$ cat src/rtl/serial_in_if.sv
// ============================================================================
//  serial_in_if
//  Status link and parallel alarm-state bundle for the serial_in receiver.
//  Revision: 1.0
// ============================================================================
`default_nettype none

interface serial_in_if #(
    parameter int DATA_W = 4
);
    logic              status_send;
    logic              status_out;
    logic [DATA_W-1:0] state_out;
    logic              state_valid;
    logic              state_changed;
    logic              frame_err;
    logic              busy;

    modport master (
        output status_send,
        output status_out,
        input  state_out,
        input  state_valid,
        input  state_changed,
        input  frame_err,
        input  busy
    );

    modport slave (
        input  status_send,
        input  status_out,
        output state_out,
        output state_valid,
        output state_changed,
        output frame_err,
        output busy
    );
endinterface

`default_nettype wire

$ cat src/rtl/serial_in.sv
// ============================================================================
//  serial_in
//  Deserializes MSB-first status frames into a registered alarm state word.
//  Optional macro SERIAL_IN_SYNC_EN adds 2-flop input synchronizers.
//  Revision: 1.0
// ============================================================================
`default_nettype none

module serial_in #(
    parameter int DATA_W = 4
) (
    input  wire logic    clk,
    input  wire logic    rst_n,
    serial_in_if.slave   link
);

    localparam int              CNT_W    = (DATA_W > 2) ? $clog2(DATA_W) : 1;
    localparam logic [CNT_W-1:0] LAST_CNT = CNT_W'(DATA_W - 1);

    typedef enum logic [0:0] {
        IDLE  = 1'b0,
        SHIFT = 1'b1
    } state_t;

    logic send_in;
    logic data_in;

`ifdef SERIAL_IN_SYNC_EN
    logic [1:0] send_sync_q;
    logic [1:0] data_sync_q;

    always_ff @(posedge clk or negedge rst_n) begin
        if (!rst_n) begin
            send_sync_q <= 2'b00;
            data_sync_q <= 2'b00;
        end else begin
            send_sync_q <= {send_sync_q[0], link.status_send};
            data_sync_q <= {data_sync_q[0], link.status_out};
        end
    end

    assign send_in = send_sync_q[1];
    assign data_in = data_sync_q[1];
`else
    assign send_in = link.status_send;
    assign data_in = link.status_out;
`endif

    state_t              state_q, state_d;
    // Holds only the bits received so far; the final bit joins straight from data_in.
    logic [DATA_W-2:0]   shreg_q, shreg_d;
    logic [CNT_W-1:0]    cnt_q, cnt_d;
    logic [DATA_W-1:0]   state_out_q, state_out_d;
    logic                valid_q, valid_d;
    logic                changed_q, changed_d;
    logic                err_q, err_d;
    logic                busy_q, busy_d;
    logic                first_q, first_d;
    logic [DATA_W-1:0]   word;

    always_ff @(posedge clk or negedge rst_n) begin
        if (!rst_n) begin
            state_q     <= IDLE;
            shreg_q     <= '0;
            cnt_q       <= '0;
            state_out_q <= '0;
            valid_q     <= 1'b0;
            changed_q   <= 1'b0;
            err_q       <= 1'b0;
            busy_q      <= 1'b0;
            first_q     <= 1'b1;
        end else begin
            state_q     <= state_d;
            shreg_q     <= shreg_d;
            cnt_q       <= cnt_d;
            state_out_q <= state_out_d;
            valid_q     <= valid_d;
            changed_q   <= changed_d;
            err_q       <= err_d;
            busy_q      <= busy_d;
            first_q     <= first_d;
        end
    end

    always_comb begin
        word        = {shreg_q, data_in};
        state_d     = state_q;
        shreg_d     = shreg_q;
        cnt_d       = cnt_q;
        state_out_d = state_out_q;
        valid_d     = 1'b0;
        changed_d   = 1'b0;
        err_d       = 1'b0;
        first_d     = first_q;

        case (state_q)
            IDLE: begin
                if (send_in) begin
                    shreg_d = word[DATA_W-2:0];
                    cnt_d   = CNT_W'(1);
                    state_d = SHIFT;
                end
            end
            SHIFT: begin
                if (send_in) begin
                    shreg_d = word[DATA_W-2:0];
                    if (cnt_q == LAST_CNT) begin
                        state_out_d = word;
                        valid_d     = 1'b1;
                        changed_d   = (word != state_out_q) || first_q;
                        first_d     = 1'b0;
                        cnt_d       = '0;
                        state_d     = IDLE;
                    end else begin
                        cnt_d = cnt_q + CNT_W'(1);
                    end
                end else begin
                    // Truncated frame: drop the partial word, keep the last good state.
                    err_d   = 1'b1;
                    shreg_d = '0;
                    cnt_d   = '0;
                    state_d = IDLE;
                end
            end
            default: begin
                state_d = IDLE;
            end
        endcase

        busy_d = (state_d == SHIFT);
    end

    assign link.state_out     = state_out_q;
    assign link.state_valid   = valid_q;
    assign link.state_changed = changed_q;
    assign link.frame_err     = err_q;
    assign link.busy          = busy_q;

endmodule

`default_nettype wire

$ cat src/flat_wrapper.sv
// flat-port wrapper written by rule: the top's interface ports become plain ports
module serial_in_flat 
#(
    parameter int DATA_W = 4
)
  (clk, rst_n, link_status_send, link_status_out, link_state_out, link_state_valid, link_state_changed, link_frame_err, link_busy);
  serial_in_if #(.DATA_W(DATA_W)) link_i ();
  input  wire logic clk;
  input  wire logic rst_n;
  input wire logic [$bits(link_i.status_send)-1:0] link_status_send;
  input wire logic [$bits(link_i.status_out)-1:0] link_status_out;
  output wire logic [$bits(link_i.state_out)-1:0] link_state_out;
  output wire logic [$bits(link_i.state_valid)-1:0] link_state_valid;
  output wire logic [$bits(link_i.state_changed)-1:0] link_state_changed;
  output wire logic [$bits(link_i.frame_err)-1:0] link_frame_err;
  output wire logic [$bits(link_i.busy)-1:0] link_busy;
  assign link_i.status_send = link_status_send;
  assign link_i.status_out = link_status_out;
  assign link_state_out = link_i.state_out;
  assign link_state_valid = link_i.state_valid;
  assign link_state_changed = link_i.state_changed;
  assign link_frame_err = link_i.frame_err;
  assign link_busy = link_i.busy;
  serial_in #(.DATA_W(DATA_W)) u_core (.clk(clk), .rst_n(rst_n), .link(link_i));
endmodule
$ cat config.mk
export PLATFORM = sky130hd
export DESIGN_NAME = serial_in_flat
export DESIGN_NICKNAME = d
export VERILOG_FILES = /design/src/rtl/serial_in_if.sv /design/src/rtl/serial_in.sv /design/src/flat_wrapper.sv
export SDC_FILE = /design/constraint.sdc
export NUM_CORES = 1
export LEC_CHECK = 0
export ABC_AREA = 1
export BUFFER_PORTS_ARGS = -buffer_cell sky130_fd_sc_hd__buf_2
export CORE_MARGIN = 3
export CORE_UTILIZATION = 45
export DETAILED_ROUTE_END_ITERATION = 6
export PLACE_DENSITY = 0.67
export RECOVER_POWER = 25
export SYNTH_ARGS = -nofsm -noshare
export SYNTH_HDL_FRONTEND = slang
export SYNTH_SLANG_ARGS = --single-unit
$ cat constraint.sdc
create_clock -name clk -period 1.42 [get_ports clk]
set_input_delay 0.142 -clock clk [delete_from_list [all_inputs] [get_ports clk]]
set_output_delay 0.142 -clock clk [all_outputs]
set_load 0.05 [all_outputs]
==> impl_metrics.yaml <==
outcome:
  outcome: "completed"
critical_path:
  path_cells: "ha_1, nand2_1, inv_2, nand2_2, nand2_1, o21ai_2"
  crit_family: "flip-flops"
  reg2reg_slack_ns: 0.30
  slowest_stage: "dfrtp_1"
  critical_path.endpoint_type: "register"
  startpoint: "u_core.cnt_q[0]"
  r2r_start: "u_core.cnt_q[0]"
  r2r-end: "u_core.link.state_out[1]"
  required_ns: 1.62
  r2r.worst_path.cells: 6
  cp_num_cells: 6
  critPathLaunchType: "register"
  cp_num_buf_inv: 1
  crit_arrival_ns: 1.31
  slowest_delay_ns: 0.39
  cp_max_fo: 11
  worstSetupPathType: "register to register"
  crit_end: "u_core.link.state_out[1]"
  path_common_cell: "nand2_1"
min_path:
  hold_start: "link_status_send"
  hold_class: "input pin to register"
drt:
  ant_nets: 0
  vias: 426
  drt_iter0_markers: 5
  via_per_inst: 4.58
  drc_errors: 0
  routed_wl_um: 957
  post_drt_wl_per_cell_um: 10.3
  first_pass_iters: 4
cells_and_area:
  drive_gt1_frac: 0.266
  final_common_cell: "nand2_1"
  final_nets: 85
  area_growth_pct: 17.9
  finalNonFillerCells: 93
  antenna_cells_inserted: 0
  utilization: 0.599
  most-common-layout-cells: "nand2_1 (17), dfrtp_1 (13), inv_1 (11)"
  nFillCells: 109
sta:
  slew_headroom: 0.530
  max_freq_mhz: 894
  hold_viol: 0
  setup-tns-final_ns: 0
  rsz0062_at_grt: "false"
  fin_crit_ns: 1.12
  skew_ns: 0.00393
  finalSetupViolCount: 0
  slew_violations: 0
  tightest_slew_ns: 0.705
  min_period_over_period: 0.788
clock_network:
  clockBufferDepth: 2
  numCtsBuffers: 3
  clkLatencyLatePin_ns: 0.27
  htreeDepth: 1
  root_buffer: "clkbuf_4"
  cts_tree: "built"
  postCtsSetupRepairBufs: 0
  path_clk_slew_ns: 0.08
  clock-sinks: 14
power_and_ir_drop:
  vdd_drop_max_mv: 0.922
  power_leakage_nw: 0.393
  switchingPower_w: 0.000394
  p_clk_frac: 0.244
  pwr-share-seq: 0.454
  switching_share: 0.360
  combPwrFrac: 0.302
  p_int_w: 0.000699
  p_total_w: 0.00109
  p_per_area_nw_per_um2: 1560
yosys:
  yosys_warnings: 0
  syn-cell-area_um2: 596
  yosys_register_bits: 14
  yosysUniqueCellTypes: 15
  synth_nets: 69
  synth_area_per_cell_um2: 9.31
  ys_seq_area_frac: 0.590
  syn_inst: 64
placed_design:
  routabilityCongestion: 0.758
  dpl.hpwl_um: 737
  dp.cells: 88
  numPortBuffers: 11
global_routing:
  grt_use_met1: 0.172
  antenna_found_initial: 0
  grt_pass1_vias: 389
  use_met3: 0.0773
  met2_usage: 0.173
  grt-busiest-layer: "met2"
  grt_max_degree: 15
  grt_pass1_wl_um: 1660
  track_usage: 0.126
  grt-ovfl-total: 0
run:
  drv_cap: 0
floorplanning:
  die_w_um: 42.4
  fp.coreArea_um2: 1170
  die_y_um: 42.4
  fp-row-count: 12
  start_util: 0.509
  pin_count: 12
  fp.dieArea_um2: 1800
==> worst min-delay path by stage <==
stage                             to  slack, ns  cells past startpoint
2_1_floorplan        u_core.cnt_q[0]      -0.15                      0
3_5_place_dp   u_core.link.frame_err       0.04                      1
5_1_grt        u_core.link.frame_err       0.05                      2
6_report       u_core.link.frame_err       0.07                      2
3_3_place_gp   u_core.link.frame_err       0.04                      1
4_1_cts        u_core.link.frame_err       0.06                      2
==> per-layer routing <==
layer	up-vias	wire, um
met2	10	435
met4	0	8
met1	189	455
li1	225	-
met3	2	58
met5	-	0
==> registers in the layout, summed over array words and instances, names as in the netlist <==
register                   cells
u_core.link.state_out          4
u_core.shreg_q                 3
u_core.cnt_q                   2
u_core.first_q                 1
u_core.link.frame_err          1
u_core.link.state_changed      1
u_core.link.state_valid        1
u_core.state_q                 1
==> synthesized netlist by cell type, drive strengths merged <==
| library cell | number | area [um2] |
|---|---|---|
| buf | 1 | 11.3 |
| dfrtp | 13 | 325 |
| dfstp | 1 | 26.3 |
| ha | 1 | 12.5 |
| a21oi | 1 | 5.00 |
| nor2 | 4 | 15.0 |
| or2 | 1 | 6.26 |
| inv | 12 | 45.0 |
| nand3 | 4 | 20.0 |
| o22ai | 3 | 18.8 |
| nand2 | 18 | 70.1 |
| o21ai | 5 | 40.0 |
==> power by group through the flow <==
stage	Clock [W]	Sequential [W]	Combinational [W]
final	0.000267	0.000496	0.000330
after detailed placement	0	0.000502	0.000333
after global placement	0	0.000500	0.000329
after CTS	0.000279	0.000496	0.000335
after floorplan	0	0.000634	0.000121
after global routing	0.000300	0.000504	0.000362
==> cell families after synthesis <==
family	after synthesis	share of synthesized area
compound gates	9	0.107
simple gates	27	0.187
fa+ha+maj	1	0.0210
flops	14	0.590
buf+inv	13	0.0945
==> what timing repair did <==
| action | 4_1_cts | 5_1_grt |
|---|---|---|
| endpoints found under the hold margin | 13 | 0 |
| hold buffers | 1 | 0 |
| gates resized for setup | 0 | 0 |
==> area by class of cell <==
class                   instances  area, um2  area share
well taps                      14       17.5      0.0250
multi-input cells              37        188       0.267
inverters                      12       45.0      0.0642
clock buffers                   4       36.3      0.0517
repair buffers                 12       63.8      0.0909
flip-flops and latches         14        352       0.501
==> through the flow <==
step / worst slack, ns / hold WS (ns) / instance area (um2)
2_1_floorplan: 0.172 / -0.154 / 596
3_3_place_gp: 0.334 / 0.0450 / 657
3_5_place_dp: 0.310 / 0.0449 / 657
4_1_cts: 0.298 / 0.0624 / 703
5_1_grt: 0.218 / 0.0500 / 702
6_report: 0.301 / 0.0724 / 702
Power figures use the tool's default switching activity.
